<file path="config.mk">
export PLATFORM = sky130hd
export DESIGN_NAME = if_id_buffer_flat
export DESIGN_NICKNAME = d
export VERILOG_FILES = /design/src/rtl/if_id_buffer_if.sv /design/src/rtl/if_id_buffer.sv /design/src/flat_wrapper.sv
export SDC_FILE = /design/constraint.sdc
export NUM_CORES = 1
export LEC_CHECK = 0
export BUFFER_PORTS_ARGS = -buffer_cell sky130_fd_sc_hd__buf_2
export CAP_MARGIN = 20
export CORE_UTILIZATION = 49
export DETAILED_ROUTE_END_ITERATION = 8
export GPL_TIMING_DRIVEN = 0
export PLACE_DENSITY = 0.76
export SETUP_SLACK_MARGIN = 0.02
export SYNTH_ARGS = -nofsm -noshare
export SYNTH_HDL_FRONTEND = slang
export SYNTH_SLANG_ARGS = --single-unit
</file>
<file path="constraint.sdc">
create_clock -name clk -period 1.6 [get_ports clk]
set_input_delay 0.08 -clock clk [delete_from_list [all_inputs] [get_ports clk]]
set_output_delay 0.08 -clock clk [all_outputs]
set_load 0.02 [all_outputs]
</file>
<file path="src/rtl/if_id_buffer_if.sv">
// Fetch/decode handshake bundle for the IF/ID buffer; master = fetch+decode side, slave = buffer.
// out_illegal exists only when ILLEGAL_TRAP_EN is defined.
interface if_id_buffer_if #(
  parameter int XLEN = 32
);
  logic            in_valid;
  logic            in_ready;
  logic [XLEN-1:0] in_instr;
  logic [XLEN-1:0] in_pc;
  logic            flush;
  logic            out_valid;
  logic            out_ready;
  logic [XLEN-1:0] out_instr;
  logic [XLEN-1:0] out_pc;
  logic [2:0]      out_immsrc;
`ifdef ILLEGAL_TRAP_EN
  logic            out_illegal;
`endif

  modport master (
    output in_valid, in_instr, in_pc, flush, out_ready,
    input  in_ready, out_valid, out_instr, out_pc, out_immsrc
`ifdef ILLEGAL_TRAP_EN
    , out_illegal
`endif
  );

  modport slave (
    input  in_valid, in_instr, in_pc, flush, out_ready,
    output in_ready, out_valid, out_instr, out_pc, out_immsrc
`ifdef ILLEGAL_TRAP_EN
    , out_illegal
`endif
  );
endinterface

</file>
<file path="src/rtl/if_id_buffer.sv">
// 2-entry fetch-to-decode skid buffer with opcode pre-decode of the immediate format.
// Optional ILLEGAL_TRAP_EN adds a per-entry illegal-instruction flag on out_illegal.
module if_id_buffer #(
  parameter int              XLEN      = 32,
  parameter logic [XLEN-1:0] NOP_INSTR = 32'h0000_0013
) (
  input  logic clk,
  input  logic reset,
  if_id_buffer_if.slave bus
);
  logic [XLEN-1:0] instr_q [2];
  logic [XLEN-1:0] pc_q    [2];
  logic [2:0]      imm_q   [2];
  logic [1:0]      count;
  logic            rd_ptr;
  logic            wr_ptr;
  logic            push;
  logic            pop;
  logic [2:0]      imm_dec;

  assign bus.in_ready  = (count != 2'd2);
  assign bus.out_valid = (count != 2'd0);
  assign push = bus.in_valid & bus.in_ready;
  assign pop  = bus.out_valid & bus.out_ready;

  always_comb begin
    imm_dec = 3'b000;
    case (bus.in_instr[6:0])
      7'b0100011:             imm_dec = 3'b001;
      7'b1100011:             imm_dec = 3'b010;
      7'b1101111:             imm_dec = 3'b011;
      7'b0110111, 7'b0010111: imm_dec = 3'b100;
      default:                imm_dec = 3'b000;
    endcase
  end

`ifdef ILLEGAL_TRAP_EN
  logic ill_q [2];
  logic ill_dec;

  always_comb begin
    ill_dec = 1'b1;
    case (bus.in_instr[6:0])
      7'b0000011, 7'b0010011, 7'b1100111, 7'b1110011,
      7'b0100011, 7'b1100011, 7'b1101111, 7'b0110111,
      7'b0010111, 7'b0110011: ill_dec = 1'b0;
      default:                ill_dec = 1'b1;
    endcase
    if (bus.in_instr[1:0] != 2'b11) ill_dec = 1'b1;
  end

  always_ff @(posedge clk or negedge reset) begin
    if (!reset) begin
      ill_q[0] <= 1'b0;
      ill_q[1] <= 1'b0;
    end else if (push && !bus.flush) begin
      ill_q[wr_ptr] <= ill_dec;
    end
  end

  assign bus.out_illegal = bus.out_valid ? ill_q[rd_ptr] : 1'b0;
`else
  // Without the trap, unknown opcodes simply fall into the I-format default above.
`endif

  always_ff @(posedge clk or negedge reset) begin
    if (!reset) begin
      for (int i = 0; i < 2; i++) begin
        instr_q[i] <= '0;
        pc_q[i]    <= '0;
        imm_q[i]   <= 3'b000;
      end
      count  <= 2'd0;
      rd_ptr <= 1'b0;
      wr_ptr <= 1'b0;
    end else if (bus.flush) begin
      // A pop this cycle still completes for decode; the push is dropped.
      count  <= 2'd0;
      rd_ptr <= 1'b0;
      wr_ptr <= 1'b0;
    end else begin
      if (push) begin
        instr_q[wr_ptr] <= bus.in_instr;
        pc_q[wr_ptr]    <= bus.in_pc;
        imm_q[wr_ptr]   <= imm_dec;
        wr_ptr          <= ~wr_ptr;
      end
      if (pop) rd_ptr <= ~rd_ptr;
      case ({push, pop})
        2'b10:   count <= count + 2'd1;
        2'b01:   count <= count - 2'd1;
        default: count <= count;
      endcase
    end
  end

  assign bus.out_instr  = bus.out_valid ? instr_q[rd_ptr] : NOP_INSTR;
  assign bus.out_pc     = bus.out_valid ? pc_q[rd_ptr]    : '0;
  assign bus.out_immsrc = bus.out_valid ? imm_q[rd_ptr]   : 3'b000;
endmodule

</file>
<file path="src/flat_wrapper.sv">
// flat-port wrapper written by rule: the top's interface ports become plain ports
module if_id_buffer_flat 
#(
  parameter int              XLEN      = 32,
  parameter logic [XLEN-1:0] NOP_INSTR = 32'h0000_0013
)
  (clk, reset, bus_in_valid, bus_in_instr, bus_in_pc, bus_flush, bus_out_ready, bus_in_ready, bus_out_valid, bus_out_instr, bus_out_pc, bus_out_immsrc);
  if_id_buffer_if #(.XLEN(XLEN)) bus_i ();
  input  logic clk;
  input  logic reset;
  input wire logic [$bits(bus_i.in_valid)-1:0] bus_in_valid;
  input wire logic [$bits(bus_i.in_instr)-1:0] bus_in_instr;
  input wire logic [$bits(bus_i.in_pc)-1:0] bus_in_pc;
  input wire logic [$bits(bus_i.flush)-1:0] bus_flush;
  input wire logic [$bits(bus_i.out_ready)-1:0] bus_out_ready;
  output wire logic [$bits(bus_i.in_ready)-1:0] bus_in_ready;
  output wire logic [$bits(bus_i.out_valid)-1:0] bus_out_valid;
  output wire logic [$bits(bus_i.out_instr)-1:0] bus_out_instr;
  output wire logic [$bits(bus_i.out_pc)-1:0] bus_out_pc;
  output wire logic [$bits(bus_i.out_immsrc)-1:0] bus_out_immsrc;
  assign bus_i.in_valid = bus_in_valid;
  assign bus_i.in_instr = bus_in_instr;
  assign bus_i.in_pc = bus_in_pc;
  assign bus_i.flush = bus_flush;
  assign bus_i.out_ready = bus_out_ready;
  assign bus_in_ready = bus_i.in_ready;
  assign bus_out_valid = bus_i.out_valid;
  assign bus_out_instr = bus_i.out_instr;
  assign bus_out_pc = bus_i.out_pc;
  assign bus_out_immsrc = bus_i.out_immsrc;
  if_id_buffer #(.XLEN(XLEN), .NOP_INSTR(NOP_INSTR)) u_core (.clk(clk), .reset(reset), .bus(bus_i));
endmodule
</file>
==> flow_metrics.tcl <==
set metrics [dict create \
    status "finished with violations" \
    violations "setup timing" \
    cts_sinks 138 \
    portBuffers 137 \
    synth-compound-area-share 0.00840 \
    rsz0062_at_grt "true" \
    grt_pass1_wl_mm 25.1 \
    synth.area.mux_share 0.350 \
    areaGrowthSynthToFinish_pct 55.4 \
    nFillCells 718 \
    r2r_start "u_core.count[0]$_DFFE_PN0P_" \
    critical-path-top-delay-family "buffers and inverters" \
    busiest_layer "met2" \
    cts_max_level 4 \
    gr-total-overflow 0 \
    firstDrtPassIters 4 \
    slowest_stage "dfrtp_2" \
    synth_edf_count 0 \
    clockBufferDepth 2 \
    totalWireLength_mm 17.3 \
    synth_nets 536 \
    hold_class "primary input to flop" \
    clockRootBuffer "clkbuf_16" \
    place_area_um2 7200 \
    grt_max_degree 99 \
    yosys_warnings 0 \
    fmax_ghz 0.555 \
    register_area_um2 3460 \
    ir_drop_v 0.000790 \
    path_buf_inv 3 \
    syn_inst 467 \
    row_count 40 \
    crit_arrival_ps 1720 \
    viasPerCell 5.22 \
    synth_top_family_by_area "multiplexers" \
    worst_pin_slew_ps 534 \
    cts_inserted_buffers 17 \
    dr.first_iter.drc_count 216 \
    path_cells "buf_12 > buf_12 > mux2i_1 > nor2_1 > buf_2" \
    die_area_um2 13200 \
    min_path_cells 3 \
    finalClockSkew_ps 4.56 \
    max_stage_delay_ps 450 \
    synth-seq-cells 138 \
    synth_xor_area_frac 0.00280 \
    synthAdderAreaFrac 0 \
    setup_viol 137 \
    use_met1 0.311 \
    p_leak_nw 4.65 \
    min_to "u_core.count[0]$_DFFE_PN0P_" \
    min_from "bus_in_valid" \
    mostFrequentLayoutCell "dfrtp_1" \
    ios 138 \
    avgSynthCellArea_um2 13.4 \
    grt_use_total 0.251 \
    grt_pass1_vias 4956 \
    endpoint_kind "output pin" \
    hold_viol 0 \
    crit_fanout 10 \
    cts_tree "yes" \
    synthDistinctLibCells 29 \
    finalNetCount 788 \
    met3_usage 0.0490 \
    fin_ws_ps -202 \
    r2r_end "u_core.pc_q[5]$_DFFE_PN0P_" \
    maxSlewViolCount 0 \
    synth-main-ff-cell "dfrtp_1" \
    drive_above_1_share 0.512 \
    mostFrequentLayoutCells "135 x dfrtp_1, 109 x buf_2, 101 x mux2_4" \
    r2r_slack_ps -100 \
    required_ps 1520 \
    place.gp.congestion 0.728 \
    vias 4680 \
    n_antenna_cell 0 \
    multiInputGateArea_um2 3100 \
    reg2reg_depth 6 \
    die_height_um 115 \
    die_w_um 115 \
    grt_util_met2 0.431 \
    setup_tns_ps -8740 \
    synth-simple-area-share 0.0574 \
    drc 0 \
    synthArstFlopShare 1.00 \
    min_period_over_period 1.13 \
    synth.yosys.seq_area_share 0.552 \
    drt.antenna.violating_nets 0 \
    clk_pin_slew_ps 60 \
    routedWlPerCell_um 19.4 \
    crit_path_frequent_cell "buf_12" \
    period_needed_ps 1800 \
    maxSlewHeadroom 0.644 \
    synth_area_um2 6250 \
    crit_type "flop to output pin" \
    clk_latency_ps 410 \
    dp_hpwl_mm 9.16 \
    antenna_found_initial 0 \
    final_cell_area_um2 9720 \
    power_density_nw_per_um2 1200 \
    core_area_um2 12200 \
    cap_violations 0 \
    initial_core_util 0.512 \
    critPathLaunchType "flop" \
]
==> synth_stat cells (all sizes together) (2+ instances only) <==
master | number | area share
inv | 5 | 0.0030
dfrtp | 138 | 0.55
or3 | 2 | 0.0020
a21oi | 4 | 0.0032
nand4b | 2 | 0.0028
mux2 | 132 | 0.24
nor3b | 2 | 0.0024
nand3 | 2 | 0.0016
nand2 | 3 | 0.0018
mux2i | 70 | 0.11
buf | 19 | 0.021
clkbuf | 10 | 0.0060
nor2 | 66 | 0.040
o21ai | 2 | 0.0016
==> area by class of cell <==
| type | count | share of cell area |
|---|---|---|
| plain buffers | 27 | 0.0481 |
| clock buffers | 25 | 0.0520 |
| clock inverters | 3 | 0.00154 |
| inverters | 5 | 0.00193 |
| multi-input cells | 295 | 0.319 |
| flip-flops and latches | 138 | 0.356 |
| well taps | 168 | 0.0216 |
| repair buffers | 235 | 0.200 |
==> cell families (layout without fill, tap and decap cells) <==
| kind of cell | after synthesis | in the layout |
|---|---|---|
| multiplexers | 202 | 202 |
| flip-flops | 138 | 138 |
| AND/OR/NAND/NOR | 82 | 82 |
| buffers and inverters | 34 | 295 |
| AO/OA/AOI/OAI | 9 | 9 |
| XOR/XNOR | 2 | 2 |
==> layer usage <==
metal | routed length (µm) | part of all wire
met5 | 0 | 0
met4 | 259 | 0.015
met1 | 7310 | 0.42
met3 | 593 | 0.034
met2 | 9180 | 0.53
==> worst min-delay path: cells and delay by family <==
family | cells | cell delay (ps)
compound gates | 2 | 220
buf+inv | 1 | 150
==> metrics by stage <==
stage          power (mW)  setup WS, ps   util  std cells  hold slack [ps]
6_report             11.6          -202  0.796        896             73.1
5_1_grt              12.1          -227  0.796        896             94.3
4_1_cts              11.2          -122  0.751        884             46.5
3_5_place_dp         7.00          -427  0.590        773             12.0
3_3_place_gp         6.83         -1310  0.587        772              310
2_1_floorplan        6.25          6.23      -        467             -216
==> sequential cells by signal, indices dropped and copies added, names as in the netlist <==
signal	count
u_core.wr_ptr	1
u_core.instr_q	64
u_core.rd_ptr	1
u_core.imm_q	6
u_core.pc_q	64
u_core.count	2
==> power by group <==
part	leakage (nW)	internal (mW)	total [mW]	switching, mW
registers	1.66	4.32	4.88	0.553
logic	2.73	1.95	3.27	1.33
clock network	0.261	2.14	3.48	1.33
==> what timing repair did <==
| item | 4_1_cts | 5_1_grt |
|---|---|---|
| gates resized for setup | 162 | 92 |
| endpoints found under the hold margin | 172 | 0 |
| setup buffers | 15 | 4 |
| setup endpoints to repair | 196 | 203 |
| hold buffers | 67 | 0 |
| pin swaps | 2 | 4 |
| cloned | 2 | 10 |
==> worst max-delay path by stage <==
stage,from,endpoint,slack (ps),cells past startpoint
after floorplan,u_core.count[1]$_DFFE_PN0P_,u_core.instr_q[22]$_DFFE_PN0P_,6,6
after global placement,reset,u_core.instr_q[28]$_DFFE_PN0P_,-1310,1
final,u_core.rd_ptr$_DFFE_PN0P_,bus_out_instr[19],-200,5
after detailed placement,u_core.count[0]$_DFFE_PN0P_,bus_out_instr[26],-430,5
after CTS,u_core.rd_ptr$_DFFE_PN0P_,bus_out_instr[0],-120,5
after global routing,u_core.rd_ptr$_DFFE_PN0P_,bus_out_instr[19],-230,5
Note: power is estimated with default switching activity, not from simulation.
